$ cat src/rtl/traffic_mon_pkg.sv
// Shared encodings for the traffic-light monitor: states, phases, lamp vectors, fault codes.
// Also holds the parameter defaults and small decode helpers used by the monitor.
package traffic_mon_pkg;

    typedef enum logic [2:0] {
        ST_IDLE   = 3'd0,
        ST_RED    = 3'd1,
        ST_GREEN  = 3'd2,
        ST_YELLOW = 3'd3,
        ST_FAULT  = 3'd4
    } state_e;

    typedef enum logic [1:0] {
        TMR_HOLD  = 2'd0,
        TMR_ZERO  = 2'd1,
        TMR_LOAD1 = 2'd2,
        TMR_INC   = 2'd3
    } tmr_op_e;

    localparam logic [1:0] PH_IDLE   = 2'd0;
    localparam logic [1:0] PH_RED    = 2'd1;
    localparam logic [1:0] PH_GREEN  = 2'd2;
    localparam logic [1:0] PH_YELLOW = 2'd3;

    // Lamp vectors are ordered {r, g, y}
    localparam logic [2:0] LAMP_OFF = 3'b000;
    localparam logic [2:0] LAMP_R   = 3'b100;
    localparam logic [2:0] LAMP_G   = 3'b010;
    localparam logic [2:0] LAMP_Y   = 3'b001;

    localparam logic [2:0] FC_NONE    = 3'd0;
    localparam logic [2:0] FC_MULTI   = 3'd1;
    localparam logic [2:0] FC_ORDER   = 3'd2;
    localparam logic [2:0] FC_SHORT   = 3'd3;
    localparam logic [2:0] FC_TIMEOUT = 3'd4;
    localparam logic [2:0] FC_ALLOFF  = 3'd5;

    localparam logic [7:0] R_MIN_DEF = 8'd4;
    localparam logic [7:0] G_MIN_DEF = 8'd4;
    localparam logic [7:0] Y_MIN_DEF = 8'd2;
    localparam logic [7:0] T_MAX_DEF = 8'd200;

    function automatic logic [2:0] lamp_of(state_e s);
        case (s)
            ST_RED:    lamp_of = LAMP_R;
            ST_GREEN:  lamp_of = LAMP_G;
            ST_YELLOW: lamp_of = LAMP_Y;
            default:   lamp_of = LAMP_OFF;
        endcase
    endfunction

    function automatic state_e next_of(state_e s);
        case (s)
            ST_RED:    next_of = ST_GREEN;
            ST_GREEN:  next_of = ST_YELLOW;
            ST_YELLOW: next_of = ST_RED;
            default:   next_of = ST_FAULT;
        endcase
    endfunction

    function automatic logic [1:0] phase_of(state_e s);
        case (s)
            ST_RED:    phase_of = PH_RED;
            ST_GREEN:  phase_of = PH_GREEN;
            ST_YELLOW: phase_of = PH_YELLOW;
            default:   phase_of = PH_IDLE;
        endcase
    endfunction

endpackage

$ cat src/rtl/phase_timer.sv
// Saturating 8-bit phase-duration counter: hold, clear to 0, load 1 on phase entry, increment.
// Latency: count visible the cycle after the op; no backpressure, op applied every cycle.
module phase_timer
    import traffic_mon_pkg::*;
(
    input  logic       clk,
    input  logic       reset,
    input  tmr_op_e    op,
    output logic [7:0] cnt
);

    logic [7:0] cnt_q;
    logic [7:0] cnt_d;

    always_comb begin
        cnt_d = cnt_q;
        case (op)
            TMR_ZERO:  cnt_d = 8'd0;
            TMR_LOAD1: cnt_d = 8'd1;
            TMR_INC:   cnt_d = (cnt_q == 8'hFF) ? cnt_q : cnt_q + 8'd1;
            default:   cnt_d = cnt_q;
        endcase
    end

    always_ff @(posedge clk or posedge reset) begin
        if (reset) begin
            cnt_q <= 8'd0;
        end else begin
            cnt_q <= cnt_d;
        end
    end

    assign cnt = cnt_q;

endmodule

$ cat src/rtl/traffic_monitor.sv
// Traffic-light sequence monitor: checks lamp order, phase minimums and timeout; 1-cycle output latency.
// No backpressure (pure observer). TRAFFIC_MON_STICKY_FAULT_EN keeps FAULT until reset.
module traffic_monitor
    import traffic_mon_pkg::*;
#(
    parameter logic [7:0] R_MIN = R_MIN_DEF,
    parameter logic [7:0] G_MIN = G_MIN_DEF,
    parameter logic [7:0] Y_MIN = Y_MIN_DEF,
    parameter logic [7:0] T_MAX = T_MAX_DEF
) (
    input  logic       clk,
    input  logic       reset,
    input  logic       r,
    input  logic       g,
    input  logic       y,
    output logic [1:0] phase,
    output logic       fault,
    output logic [2:0] fault_code,
    output logic [7:0] dur_last
);

    state_e     state_q, state_d;
    logic [1:0] phase_q, phase_d;
    logic       fault_q, fault_d;
    logic [2:0] fault_code_q, fault_code_d;
    logic [7:0] dur_last_q, dur_last_d;

    tmr_op_e    tmr_op;
    logic [7:0] cnt;
    logic [2:0] lamps;
    logic       multi_on;
    logic [7:0] min_left;
    logic [2:0] fc;

    phase_timer u_timer (
        .clk   (clk),
        .reset (reset),
        .op    (tmr_op),
        .cnt   (cnt)
    );

    assign lamps    = {r, g, y};
    assign multi_on = (r & g) | (r & y) | (g & y);

    always_comb begin
        case (state_q)
            ST_RED:    min_left = R_MIN;
            ST_GREEN:  min_left = G_MIN;
            ST_YELLOW: min_left = Y_MIN;
            default:   min_left = 8'd0;
        endcase
    end

    always_comb begin
        state_d      = state_q;
        fault_code_d = fault_code_q;
        dur_last_d   = dur_last_q;
        tmr_op       = TMR_HOLD;
        fc           = FC_NONE;

        case (state_q)
            ST_IDLE: begin
                tmr_op = TMR_ZERO;
                if (multi_on) begin
                    fc = FC_MULTI;
                end else if (lamps == LAMP_R) begin
                    state_d = ST_RED;
                    tmr_op  = TMR_LOAD1;
                end else if (lamps != LAMP_OFF) begin
                    fc = FC_ORDER;
                end
            end
            ST_RED, ST_GREEN, ST_YELLOW: begin
                // Branch order encodes fault priority; timeout only applies to an unchanged lamp
                if (multi_on) begin
                    fc = FC_MULTI;
                end else if (lamps == LAMP_OFF) begin
                    fc = FC_ALLOFF;
                end else if (lamps == lamp_of(state_q)) begin
                    if (({1'b0, cnt} + 9'd1) == {1'b0, T_MAX}) begin
                        fc = FC_TIMEOUT;
                    end else begin
                        tmr_op = TMR_INC;
                    end
                end else if (lamps != lamp_of(next_of(state_q))) begin
                    fc = FC_ORDER;
                end else if (cnt < min_left) begin
                    fc = FC_SHORT;
                end else begin
                    state_d    = next_of(state_q);
                    dur_last_d = cnt;
                    tmr_op     = TMR_LOAD1;
                end
            end
            ST_FAULT: begin
                tmr_op = TMR_ZERO;
`ifdef TRAFFIC_MON_STICKY_FAULT_EN
                state_d = ST_FAULT;
`else
                if (lamps == LAMP_R) begin
                    state_d = ST_RED;
                    tmr_op  = TMR_LOAD1;
                end
`endif
            end
            default: begin
                state_d = ST_IDLE;
                tmr_op  = TMR_ZERO;
            end
        endcase

        if (fc != FC_NONE) begin
            state_d      = ST_FAULT;
            fault_code_d = fc;
            dur_last_d   = dur_last_q;
            tmr_op       = TMR_ZERO;
        end

        phase_d = phase_of(state_d);
        fault_d = (state_d == ST_FAULT);
    end

    always_ff @(posedge clk or posedge reset) begin
        if (reset) begin
            state_q      <= ST_IDLE;
            phase_q      <= PH_IDLE;
            fault_q      <= 1'b0;
            fault_code_q <= FC_NONE;
            dur_last_q   <= 8'd0;
        end else begin
            state_q      <= state_d;
            phase_q      <= phase_d;
            fault_q      <= fault_d;
            fault_code_q <= fault_code_d;
            dur_last_q   <= dur_last_d;
        end
    end

    assign phase      = phase_q;
    assign fault      = fault_q;
    assign fault_code = fault_code_q;
    assign dur_last   = dur_last_q;

endmodule

$ cat config.mk
export PLATFORM = sky130hd
export DESIGN_NAME = traffic_monitor
export DESIGN_NICKNAME = d
export VERILOG_FILES = /design/src/rtl/traffic_mon_pkg.sv /design/src/rtl/phase_timer.sv /design/src/rtl/traffic_monitor.sv
export SDC_FILE = /design/constraint.sdc
export NUM_CORES = 1
export LEC_CHECK = 0
export ABC_CLOCK_PERIOD_IN_PS = 2900
export CORE_MARGIN = 5
export CORE_UTILIZATION = 30
export DETAILED_ROUTE_END_ITERATION = 12
export PLACE_DENSITY = 0.59
export SLEW_MARGIN = 20
export SYNTH_ARGS = -nofsm -noshare
export SYNTH_HDL_FRONTEND = slang
export SYNTH_SLANG_ARGS = --single-unit
$ cat constraint.sdc
create_clock -name clk -period 2.9 [get_ports clk]
set_input_delay 0.87 -clock clk [delete_from_list [all_inputs] [get_ports clk]]
set_output_delay 0.87 -clock clk [all_outputs]
set_load 0.05 [all_outputs]
# --- Word-level counts from Yosys, hierarchy flattened ---
# Cells that the tools add are included.
totals:
  ff_bits: 25
  input_bits: 5
  out_inout_bits: 14
classes:
  mux: 47
  addsub: 2
  magnitude_cmp: 1
  reduce_logical: 9
  bitwise_logic: 11
  eq_ne: 20
ops:
  columns: ["cell", "count"]
  rows:
  - ["2-to-1 mux 3 bit", 23]
  - ["case mux 3 bit (3 select lines)", 4]
  - ["2-to-1 mux 2 bit", 14]
  - ["case mux 8 bit (3 select lines)", 1]
  - ["equality test 3 x 2 -> 1 bit (second input constant)", 6]
  - ["case mux 2 bit (3 select lines)", 2]
  - ["case mux 3 bit (2 select lines)", 2]
  - ["adder 8 x 1 -> 9 bit (second input constant)", 1]
  - ["equality test 3 x 1 -> 1 bit (second input constant)", 3]
  - ["equality test 3 bit (second input constant)", 3]
  - ["equality test 9 x 8 -> 1 bit (second input constant)", 1]
  - ["nonzero test 3 bit", 3]
  - ["adder 8 x 1 -> 8 bit (second input constant)", 1]
  - ["equality test 8 bit (second input constant)", 1]
  - ["less-than comparator 8 bit", 1]
  - ["2-to-1 mux 8 bit", 1]
  - ["AND reduction 7 bit", 1]
  - ["logical NOT 3 bit", 2]
  - ["NOT 1 bit", 6]
  - ["equality test 2 bit (second input constant)", 2]
  - ["AND 1 bit", 3]
  - ["equality test 3 bit", 1]
  - ["!= test 3 bit", 1]
  - ["OR reduction 3 bit", 1]
  - ["5 further kinds", 6]

# --- Depth between registers and ports, before layout ---
# Gate-level depths: netlist of run 1.
logic_depth:
  ltp_word: 27
  ltp_mapped: 11

# --- Modules after synthesis ---
# From an unflattened synthesis of run 1, not the netlist that was laid out.
hier_totals:
  hier_cells: 160
  area_unflattened_um2: 1631.6
by_module_without_submodules:
  columns: ["mod", "instances", "area_each_um2", "seq_area_each_um2", "cells_each"]
  rows:
  - ["traffic_monitor", 1, 1123.6, 425.4, 106]
  - ["phase_timer", 1, 508.0, 200.2, 54]

# --- Worst setup path after synthesis of run 1 ---
# Ideal clock, no wire load.
synth_timing:
  path_kind: "reg-to-reg"
  start: "register state_q[1]"
  end: "register dur_last_q[0] (netlist: dur_last[0])"
  slack_ns: 0.384
  t_arrival_ns: 2.391
  t_required_ns: 2.775
  n_path_buf: 2
  stages_incl_launch_ff: 11
  cell_sequence: "dfrtp_1 buf_2 nor2b_1 o21ai_0 ha_1 or4_4 a2111oi_4 nand2b_1 or3_4 buf_12 mux2_2"
synth_between:
  elab_chain_len: 21
  elab_cells_between_ends: 39
synth_lines:
  columns: ["element", "line_no", "source"]
  rows:
  - ["from (decl)", "traffic_monitor.sv:22", "state_e state_q, state_d;"]
  - ["from (signal assigned)", "traffic_monitor.sv:131", "state_q <= state_d;"]
  - ["equality test 3 x 2 -> 1 bit or equality test 3 x 1 -> 1 bit (tied branches)", null, null]
  - ["case mux 3 bit (3 select lines)", "traffic_mon_pkg.sv:53", "case (s)"]
  - ["2-to-1 mux 3 bit", "traffic_monitor.sv:79", "end else if (lamps == lamp_of(state_q)) begin"]
  - ["2-to-1 mux 3 bit", "traffic_monitor.sv:77", "end else if (lamps == LAMP_OFF) begin"]
  - ["2-to-1 mux 3 bit", "traffic_monitor.sv:75", "if (multi_on) begin"]
  - ["2-to-1 mux 3 bit", "traffic_monitor.sv:61", "case (state_q)"]
  - ["equality test 3 x 2 -> 1 bit or equality test 3 x 1 -> 1 bit (tied branches)", "traffic_mon_pkg.sv:44", "case (s)"]
  - ["case mux 3 bit (3 select lines)", "traffic_mon_pkg.sv:44", null]
  - ["[... 5 more ...]", null, null]
  - ["2-to-1 mux 2 bit", "traffic_monitor.sv:85", "end else if (lamps != lamp_of(next_of(state_q))) begin"]
  - ["2-to-1 mux 3 bit", "traffic_monitor.sv:79", null]
  - ["2-to-1 mux 3 bit", "traffic_monitor.sv:77", null]
  - ["2-to-1 mux 3 bit", "traffic_monitor.sv:75", null]
  - ["case mux 3 bit (2 select lines)", "traffic_monitor.sv:61", null]
  - ["nonzero test 3 bit", "traffic_monitor.sv:112", "if (fc != FC_NONE) begin"]
  - ["NOT 1 bit (no line)", null, null]
  - ["AND reduction 7 bit (no line) (*)", null, null]
  - ["to (signal assigned)", "traffic_monitor.sv:135", "dur_last_q <= dur_last_d;"]
  - ["to (decl)", "traffic_monitor.sv:26", "logic [7:0] dur_last_q, dur_last_d;"]
# Every way passes the cells marked *; elsewhere a longest branch is shown, timed or not. The select of a mux whose other input is x is not followed.
# A chain may end at the register's enable or synchronous reset.

# --- Final worst setup path of run 1 ---
layout_timing:
  start: "input r"
  end: "register phase_q[1] (netlist: phase[1])"
layout_between:
  elab_chain_len: 10
  elab_cells_between_ends: 30
layout_lines:
  columns: ["element", "line_no", "source"]
  rows:
  - ["from (decl)", "traffic_monitor.sv:13", "input logic r,"]
  - ["!= test 3 bit", "traffic_monitor.sv:85", null]
  - ["2-to-1 mux 2 bit", "traffic_monitor.sv:85", null]
  - ["2-to-1 mux 3 bit", "traffic_monitor.sv:79", null]
  - ["2-to-1 mux 3 bit", "traffic_monitor.sv:77", null]
  - ["2-to-1 mux 3 bit", "traffic_monitor.sv:75", null]
  - ["case mux 3 bit (2 select lines)", "traffic_monitor.sv:61", null]
  - ["nonzero test 3 bit", "traffic_monitor.sv:112", null]
  - ["2-to-1 mux 3 bit (*)", "traffic_monitor.sv:112", null]
  - ["equality test 3 x 2 -> 1 bit or equality test 3 x 1 -> 1 bit (tied branches)", "traffic_mon_pkg.sv:62", "case (s)"]
  - ["case mux 2 bit (3 select lines) (*)", "traffic_mon_pkg.sv:62", null]
  - ["named net phase_d[1]", "traffic_monitor.sv:23", "logic [1:0] phase_q, phase_d;"]
  - ["to (signal assigned)", "traffic_monitor.sv:132", "phase_q <= phase_d;"]
  - ["to (decl)", "traffic_monitor.sv:23", null]
# Mark *: on every way through the listed nets, which the timed path passes. The rest lies on a longest branch.

==> results_dict.tcl, run 1 <==
set metrics [dict create \
    die_x_um 81.4 \
    setup_slack_ns 0.197 \
    crit_path_end_kind "flip-flop" \
    placedCellCount 246 \
    met2WireLength_um 1460 \
    finalPower_uw 967 \
    dominantRegCellSynth "sky130_fd_sc_hd__dfrtp_1" \
    ys_warn_count 0 \
    fp-row-count 26 \
    combPwrFrac_pct 36.6 \
    globalRouteTotalUtil_pct 10.2 \
    clkTransAtPathRegs_ns 0.08 \
    critPathBufInv 1 \
    core_um2 5040 \
    finalCritPeriodShare_pct 93.2 \
    cts.path.max_buffers 2 \
    synth_cell_type_count 48 \
    irDropWorstVdd_v 0.000190 \
    cts.repair_timing.setup_buffer_count 0 \
    fin_util_pct 36.9 \
    synth.net_count 164 \
    finalMaxSlewViolations 0 \
    post-route-cell-area_um2 1860 \
    n_antenna_cell 0 \
    final_layout_size_suffix_gt1_share_pct 15.6 \
    ys_seq_area_share_pct 40.9 \
    cts.repair.resized 0 \
    vias 1236 \
    dp_slack_ns -0.101 \
    power.density_nw_per_um2 519 \
    hold_violations 0 \
    worst_pin_slew_ns 0.506 \
    seqPwrFrac_pct 42.2 \
    result_of_the_run "completed" \
    timing.setup.critical_path_class "in2reg" \
    synth_area_um2 1530 \
    drcViolationCount 0 \
    final_net_count 188 \
    list_of_cells_traversed_by_the_critical_path "clkdlybuf4s50_1, or4b_1, o21ai_1, nand2b_1, or3_4, nor3b_1, a21o_1" \
    timing.critical_path.required_ns 3.11 \
    ff_latch_area_um2 626 \
    postSynthCellCount 157 \
    die_y_um 81.4 \
    clock_skew_ns 0.00526 \
    drt_pass1_iterations 6 \
    cap_viol_max_count 0 \
    crit_path_start_kind "input pin" \
    global_route.overflow_total 0 \
    total_leakage_power_nw 0.768 \
    clock-sinks 25 \
    synth-edff-count 0 \
    max-slew-margin-rel_pct 66.2 \
    crit_path_max_incr_delay_ns 0.55 \
    multiInputGateArea_um2 820 \
    worst_path_dominant_cell_family "simple AND/OR/NAND/NOR gates" \
    grt_max_degree 26 \
    final.setup.tns_ns 0 \
    place.detailed.hpwl_um 2360 \
    placement.cell_area_um2 1820 \
    detail_route.vias_per_cell 4.94 \
    p_sw_share_pct 35.4 \
    postSynthAreaPerCell_um2 9.75 \
    final_period_minus_worst_setup_slack_ns 2.70 \
    htree_num_levels 1 \
    vias_in_the_first_global_route 1216 \
    worst_skew_pair.late_latency_ns 0.27 \
    drt-wirelength-per-cell_um 12.6 \
    ant_nets 0 \
    grt_pass1_wl_um 5440 \
    count_of_placed_standard_cells_in_the_final_layout_fillers_left_out 250 \
    pwr-share-clk_pct 21.2 \
    wirelength_met1_um 1510 \
    setup_repair_after_global_routing_missed_its_margin "false" \
    fp.dieArea_um2 6630 \
    synthesis_stage_register_bit_count 25 \
    place.port_buffers 18 \
    cp_max_fo 12 \
    clk_root_buffer_cell "sky130_fd_sc_hd__clkbuf_8" \
    cellInternalPower_uw 625 \
    grt_antenna_before_repair 0 \
    wl_um 3150 \
    routed-wl-met3_um 138 \
    area_delta_synth_final_pct 21.7 \
    fillCellCount 532 \
    top_signal_layer_used "met4" \
    cp_slowest_cell "sky130_fd_sc_hd__or4b_1" \
    worst_ep_arrival_time_ns 2.91 \
    detailedRoute.firstIterationViolations 46 \
    place_congestion 0.755 \
    initial_utilization_pct 30.3 \
    setup-violations-final 0 \
    cts-buffers-inserted 3 \
    design.portCount 19 \
    switchingPower_uw 342 \
    asyncSetResetFlopFracSynth_pct 100 \
    cts.hold.buffers_added 0 \
    fmaxAchievable_ghz 0.370 \
    final.hold.worst_slack_ns 0.499 \
    tritoncts "done" \
    worst_hold_path_type "reg2reg" \
]
[cells in the final DEF, fill, tap and decap left out, drive strengths merged, types with 4 or more instances in the layout]
cell type | synthesis | routed
dfrtp | 25 | 25
clkdlybuf4s50 | 0 | 18
buf | 7 | 13
nand2 | 12 | 12
a21oi | 12 | 12
o21ai | 9 | 9
nor2 | 8 | 8
mux2 | 8 | 8
nand3b | 6 | 6
nor2b | 6 | 6
nand3 | 5 | 5
nand2b | 5 | 5
xnor2 | 4 | 4
clkbuf | 5 | 4
[power by group through the flow]
stage          clock, mW  sequential (mW)  combinational, mW
5_1_grt            0.226            0.416              0.381
3_3_place_gp           0            0.415              0.356
3_5_place_dp           0            0.417              0.359
4_1_cts            0.211            0.409              0.360
6_report           0.205            0.408              0.354
2_1_floorplan          0            0.520              0.133
[metal layers]
layer / GRT usage (%) / vias up
met5: 0 / -
met4: 3.38 / 0
met3: 1.43 / 5
met2: 17.8 / 28
met1: 13.0 / 588
li1: - / 615
[final cells by class]
| class | count | area share [%] |
|---|---|---|
| tap | 70 | 4.70 |
| multi-input combinational | 118 | 44.0 |
| sequential | 25 | 33.6 |
| inverter | 2 | 0.403 |
| clock buffer | 4 | 2.42 |
| timing repair buffer | 31 | 14.9 |
[state kept, by name, summed over array words and instances (netlist names)]
signal       cells
dur_last         8
u_timer.cnt      8
fault_code       3
state_q          3
phase            2
fault            1
[final timing paths]
| kind | start | endpoint | slack (ns) | cells past startpoint |
|---|---|---|---|---|
| max in group asynchronous | reset | fault | 1.71 | 3 |
| min | dur_last[1] | dur_last[1] | 0.50 | 1 |
| max reg2reg | state_q[1] | dur_last[0] | 0.25 | 8 |
| min reg2reg | dur_last[1] | dur_last[1] | 0.50 | 1 |
| min in group asynchronous | reset | dur_last[4] | 0.95 | 3 |
| max | r | phase[1] | 0.20 | 7 |
[synthesized netlist by cell type (2+ instances only)]
cell type | n | share of area, %
sky130_fd_sc_hd__nand2b_1 | 5 | 2.0
sky130_fd_sc_hd__nand3b_1 | 6 | 2.9
sky130_fd_sc_hd__a21o_1 | 2 | 0.98
sky130_fd_sc_hd__nor2b_1 | 6 | 2.5
sky130_fd_sc_hd__nor3_1 | 3 | 0.98
sky130_fd_sc_hd__buf_2 | 4 | 1.3
sky130_fd_sc_hd__nor2_1 | 8 | 2.0
sky130_fd_sc_hd__mux2i_1 | 3 | 2.0
sky130_fd_sc_hd__nand4_1 | 3 | 1.2
sky130_fd_sc_hd__nor3b_1 | 3 | 1.5
sky130_fd_sc_hd__o211ai_1 | 2 | 0.98
sky130_fd_sc_hd__o21bai_1 | 2 | 0.98
sky130_fd_sc_hd__nand3_1 | 5 | 1.6
sky130_fd_sc_hd__a31oi_1 | 2 | 0.82
sky130_fd_sc_hd__mux2_2 | 7 | 5.2
sky130_fd_sc_hd__o21ai_0 | 8 | 2.6
sky130_fd_sc_hd__clkbuf_1 | 5 | 1.2
sky130_fd_sc_hd__ha_1 | 2 | 1.6
sky130_fd_sc_hd__a21oi_1 | 12 | 3.9
sky130_fd_sc_hd__xnor2_1 | 4 | 2.3
sky130_fd_sc_hd__nand2_1 | 12 | 2.9
sky130_fd_sc_hd__dfrtp_1 | 25 | 41
sky130_fd_sc_hd__inv_1 | 2 | 0.49
sky130_fd_sc_hd__or3_1 | 2 | 0.82
[cells by family (layout without fill, tap and decap cells)]
logic type	Yosys count	after routing	synth area share (%)
simple gates	61	61	23.5
mux	11	11	7.85
fa+ha+maj	2	2	1.64
flops	25	25	40.9
buf+inv	14	37	5.56
compound gates	39	39	17.7
xor+xnor	5	5	2.86
Power figures use the tool's default switching activity.
==> inputs of run 2 (changes only) <==
CTS_CLUSTER_DIAMETER = 150   (was unset)
==> results of run 2 <==
No change in the layout: final DEF, timing and power equal those of run 1.
==> inputs of run 3 (changes only) <==
HOLD_SLACK_MARGIN = 0.05   (was unset)
SLEW_MARGIN = 40   (was 20)
==> results of run 3 <==
No change in the layout: final DEF, timing and power equal those of run 1.
==> RTL change 1 (flow settings as in run 2) <==
Reset style: synchronous (`reset`), changed in 2 clocked blocks.
--- a/src/rtl/phase_timer.sv
+++ b/src/rtl/phase_timer.sv
@@ -24,3 +24,3 @@
 
-    always_ff @(posedge clk or posedge reset) begin
+    always_ff @(posedge clk) begin
         if (reset) begin
--- a/src/rtl/traffic_monitor.sv
+++ b/src/rtl/traffic_monitor.sv
@@ -122,3 +122,3 @@
 
-    always_ff @(posedge clk or posedge reset) begin
+    always_ff @(posedge clk) begin
         if (reset) begin
Formal check against the unedited RTL: differs if reset is asserted again (counterexample within 4 cycles, from zero or initial values and one cycle with reset high); with reset held inactive, the same outputs for 10 cycles.
==> RTL change 1 against run 2 <==
  * Synthesized cell count rose by 1.9%
  * Worst setup slack gained 9.5 ps
  * Routed wire length down 0.95%
  * Design area is 8.9% lower
  * Sequential cell count is the same
  * Sequential share of layout area decreased by 4.1 points
  * Largest cell class unchanged
  * Area after synthesis is 10% lower
  * Critical path type unchanged
  * Utilization is 1.8 points higher
Power is not compared: it rests on default switching activity, and its combinational part moved more than twofold at a synthesized area within 25%.
==> RTL change 1: results (changes against run 2) <==
{
  "hold_path": {
    "holdPathStages": {"value": 2, "change": "+1"},
    "hold-path-endpoint": "fault_code[1]$_SDFFE_PP0P_",
    "worst_hold_startpoint": "fault_code[1]$_SDFFE_PP0P_"
  },
  "detailed_routing": {
    "drt_pass_1_iters": {"value": 4, "change": "-2"},
    "first_iter_violations": {"value": 136, "change": "+200%"},
    "drt-met1-wl": {"value": 1620, "unit": "µm", "change": "+7.2%"},
    "detail_route.vias_per_cell": {"value": 5.12, "change": "+3.5%"},
    "met3_routed_wl": {"value": 151, "unit": "µm", "change": "+9.4%"},
    "wl_per_cell": {"value": 13.2, "unit": "µm", "change": "+4.9%"}
  },
  "outcome": {
    "status": "finished, final reports clean"
  },
  "logic_synthesis": {
    "synthesis.area_per_instance": {"value": 8.58, "unit": "µm²", "change": "-12%"},
    "synthAdderAreaFrac": {"value": 1.82, "unit": "%", "change": "+0.19 points"},
    "mappedNetlistNets": {"value": 167, "change": "+1.8%"},
    "dominantRegCellSynth": "sky130_fd_sc_hd__dfxtp_1",
    "ys_top_cells_by_area": "sky130_fd_sc_hd__dfxtp_1 (36%), sky130_fd_sc_hd__mux2i_1 (5.8%), sky130_fd_sc_hd__nor2_1 (5.7%), sky130_fd_sc_hd__xnor2_1 (4.5%), sky130_fd_sc_hd__a21oi_1 (4.0%)",
    "post_synth_most_frequent_cells": "sky130_fd_sc_hd__dfxtp_1 (25), sky130_fd_sc_hd__nor2_1 (21), sky130_fd_sc_hd__a21oi_1 (11)",
    "async_flop_share": {"value": 0, "unit": "%", "change": "-100 points"},
    "ys_seq_area_share": {"value": 36.5, "unit": "%", "change": "-4.4 points"},
    "yosys-mux-area-fraction": {"value": 5.83, "unit": "%", "change": "-2.0 points"}
  },
  "critical_path": {
    "timing.reg2reg.setup_slack": {"value": 560, "unit": "ps", "change": "+310 ps"},
    "worstPathArrival": {"value": 2870, "unit": "ps", "change": "-40 ps"}
  },
  "timing": {
    "whs": {"value": 476, "unit": "ps", "change": "-22.5 ps"},
    "fin_worst_skew": {"value": 2.45, "unit": "ps", "change": "-2.81 ps"}
  },
  "final_layout": {
    "instances_no_fill": {"value": 236, "change": "-5.6%"},
    "finish.net_count": {"value": 192, "change": "+2.1%"},
    "final_layout_size_suffix_gt1_share": {"value": 11.4, "unit": "%", "change": "-4.1 points"}
  },
  "place": {
    "post-place-cells": {"value": 232, "change": "-5.7%"},
    "hpwl": {"value": 2260, "unit": "µm", "change": "-4.3%"},
    "place.gp.congestion": {"value": 0.857, "change": "+14%"},
    "pre_cts_ws": {"value": -13.3, "unit": "ps", "change": "+88.2 ps"}
  },
  "global_routing": {
    "largest_net_degree_at_the_start_of_global_routing": {"value": 14, "change": "-46%"},
    "grt_usage": {"value": 10.4, "unit": "%", "change": "+0.16 points"}
  }
}
-- RTL change 1: worst max path at each step --
stage          startpoint                        to  slack (ps)  cells after the start
2_1_floorplan           r  dur_last[0]$_SDFFE_PP0P_         430                      8
3_3_place_gp            y       phase[1]$_SDFF_PP0_          20                      8
3_5_place_dp            y          fault$_SDFF_PP0_         -10                      8
4_1_cts                 r     state_q[1]$_SDFF_PP0_         240                      8
5_1_grt                 r       phase[1]$_SDFF_PP0_          20                      8
6_report                r     state_q[1]$_SDFF_PP0_         210                      8
-- RTL change 1: cell families after synthesis --
kind of cell | after synthesis
xor gates and xnor gates | 8
muxes | 8
AOI/OAI and AO/OA | 41
DFF | 25
and+or+nand+nor | 63
buffers and inverters | 13
adders and majority gates | 2
-- RTL change 1: metrics by stage --
step | power, µW | TNS (ps)
3_3_place_gp | 475 | 0
5_1_grt | 704 | 0
2_1_floorplan | 435 | 0
6_report | 669 | 0
4_1_cts | 680 | 0
3_5_place_dp | 474 | -44.5
-- RTL change 1: cell type report --
class                   instances  area [µm²]  share of cell area, %
inverters                       2        7.51                  0.442
well taps                      52        65.1                   3.83
repair buffers                 31         278                   16.4
flip-flops and latches         25         500                   29.5
clock buffers                   4        45.0                   2.65
multi-input cells             122         802                   47.2
-- RTL change 1: power groups by stage --
stage	Sequential (µW)	Combinational, µW	Clock (µW)
floorplan	383	51.6	0
global route	357	121	226
global placement	364	110	0
detailed placement	364	110	0
finish	356	111	202
CTS	356	111	212
-- RTL change 1: routing by layer --
metal  vias up  GRT usage (%)
met5         -              0
met3         2           2.66
li1        630              -
met1       546           15.1
met2        30           15.4
met4         0           2.06
==> RTL change 2 (settings of run 2) <==
Made on the original files. The option `TRAFFIC_MON_STICKY_FAULT_EN` is turned on by a define.
--- a/src/rtl/traffic_monitor.sv
+++ b/src/rtl/traffic_monitor.sv
@@ -2,2 +2,4 @@
 // No backpressure (pure observer). TRAFFIC_MON_STICKY_FAULT_EN keeps FAULT until reset.
+`define TRAFFIC_MON_STICKY_FAULT_EN
+
 module traffic_monitor
Formal check against the unedited RTL: not equivalent (Yosys sat finds a counterexample within 4 cycles, from zero or initial values and one cycle with reset high).
==> RTL change 2 against run 2 <==
  * Non-clock buffer count is 4 higher
  * Hold slack gained 17 ps
  * Synthesized cell count shrank 5.7%
  * Die area rose by 0.28%
  * Total power down 14%
  * Routed wire length is 2.4% higher
  * Design area is 3.2% higher
  * Area after synthesis up 0.33%
  * Worst setup slack better by 34 ps
  * Sequential cell count is the same
  * Clock skew decreased by 0.55 ps
  * Critical path type unchanged
  * Highest routed layer unchanged
==> RTL change 2: results (changes against run 2) <==
{
  "outcome": {
    "status": "finished, final reports clean"
  },
  "critical_path": {
    "reg2reg_to": "dur_last[7]$_DFFE_PP0P_",
    "path_delay_family": "buffers and inverters",
    "timing.reg2reg.setup_slack": {"value": 300, "unit": "ps", "change": "+50 ps"},
    "worstPathArrival": {"value": 2840, "unit": "ps", "change": "-70 ps"}
  },
  "global_routing": {
    "groute.layer.met1.usage": {"value": 16.0, "unit": "%", "change": "+3.1 points"},
    "first_global_vias": {"value": 1116, "change": "-8.2%"},
    "grt_usage": {"value": 11.0, "unit": "%", "change": "+0.80 points"},
    "grtUsageMet3": {"value": 3.40, "unit": "%", "change": "+2.0 points"}
  },
  "logic_synthesis": {
    "yosys-mux-area-fraction": {"value": 8.48, "unit": "%", "change": "+0.63 points"},
    "ys_top_cells_by_area": "sky130_fd_sc_hd__dfrtp_1 (41%), sky130_fd_sc_hd__mux2_4 (7.8%), sky130_fd_sc_hd__xor2_1 (3.4%), sky130_fd_sc_hd__nand2_1 (3.2%), sky130_fd_sc_hd__o21ai_0 (2.9%)",
    "post_synth_most_frequent_cells": "sky130_fd_sc_hd__dfrtp_1 (25), sky130_fd_sc_hd__nand2_1 (13), sky130_fd_sc_hd__nor2_1 (10)",
    "synthAdderAreaFrac": {"value": 1.63, "unit": "%", "change": "-0.0053 points"},
    "synthesis.area_per_instance": {"value": 10.4, "unit": "µm²", "change": "+6.4%"},
    "yosys.cell_types.count": {"value": 43, "change": "-10%"}
  },
  "final_layout": {
    "multiInputCombCellCount": {"value": 113, "change": "-4.2%"},
    "area_share_nonclk_buffers": {"value": 16.7, "unit": "%", "change": "+1.8 points"},
    "final.fill_count": {"value": 513, "change": "-3.6%"},
    "clk_share": {"value": 2.54, "unit": "%", "change": "+0.12 points"},
    "proportion_of_cell_area_occupied_by_multi_input_gates": {"value": 43.3, "unit": "%", "change": "-0.69 points"}
  },
  "timing": {
    "whs": {"value": 515, "unit": "ps", "change": "+16.7 ps"},
    "slew_headroom": {"value": 66.5, "unit": "%", "change": "+0.30 points"},
    "fin_crit": {"value": 2670, "unit": "ps", "change": "-34.0 ps"}
  },
  "detailed_routing": {
    "drt_pass_1_iters": {"value": 4, "change": "-2"},
    "met2WireLength": {"value": 1340, "unit": "µm", "change": "-8.0%"},
    "wl_per_cell": {"value": 12.9, "unit": "µm", "change": "+2.8%"},
    "first_iter_violations": {"value": 118, "change": "+160%"}
  },
  "place": {
    "place.gp.congestion": {"value": 0.786, "change": "+4.1%"},
    "hpwl": {"value": 2310, "unit": "µm", "change": "-1.9%"}
  },
  "hold_path": {
    "hold-path-endpoint": "fault_code[1]$_DFFE_PP0P_",
    "worst_hold_startpoint": "fault_code[1]$_DFFE_PP0P_"
  },
  "power_and_ir_drop": {
    "peakVddDrop": {"value": 0.279, "unit": "mV", "change": "+47%"}
  }
}
==> RTL change 2: cell count changes in the layout (fill, tap and decap cells not counted), moves of 3 or more <==
cell	change
sky130_fd_sc_hd__nor4bb_1	+4
sky130_fd_sc_hd__buf_4	+3
sky130_fd_sc_hd__mux2_2	-7
sky130_fd_sc_hd__xor2_1	+5
sky130_fd_sc_hd__nor2b_1	-6
sky130_fd_sc_hd__a21oi_1	-6
sky130_fd_sc_hd__nand3b_1	-6
sky130_fd_sc_hd__mux2_4	+8
==> RTL change 2: report_power, final <==
group          internal [µW]  total (µW)  leakage (µW)  switching (µW)
clock                   97.5         213     0.0000217             115
combinational           86.3         237      0.000482             151
sequential               372         385      0.000336            12.4
total                    556         835      0.000839             279
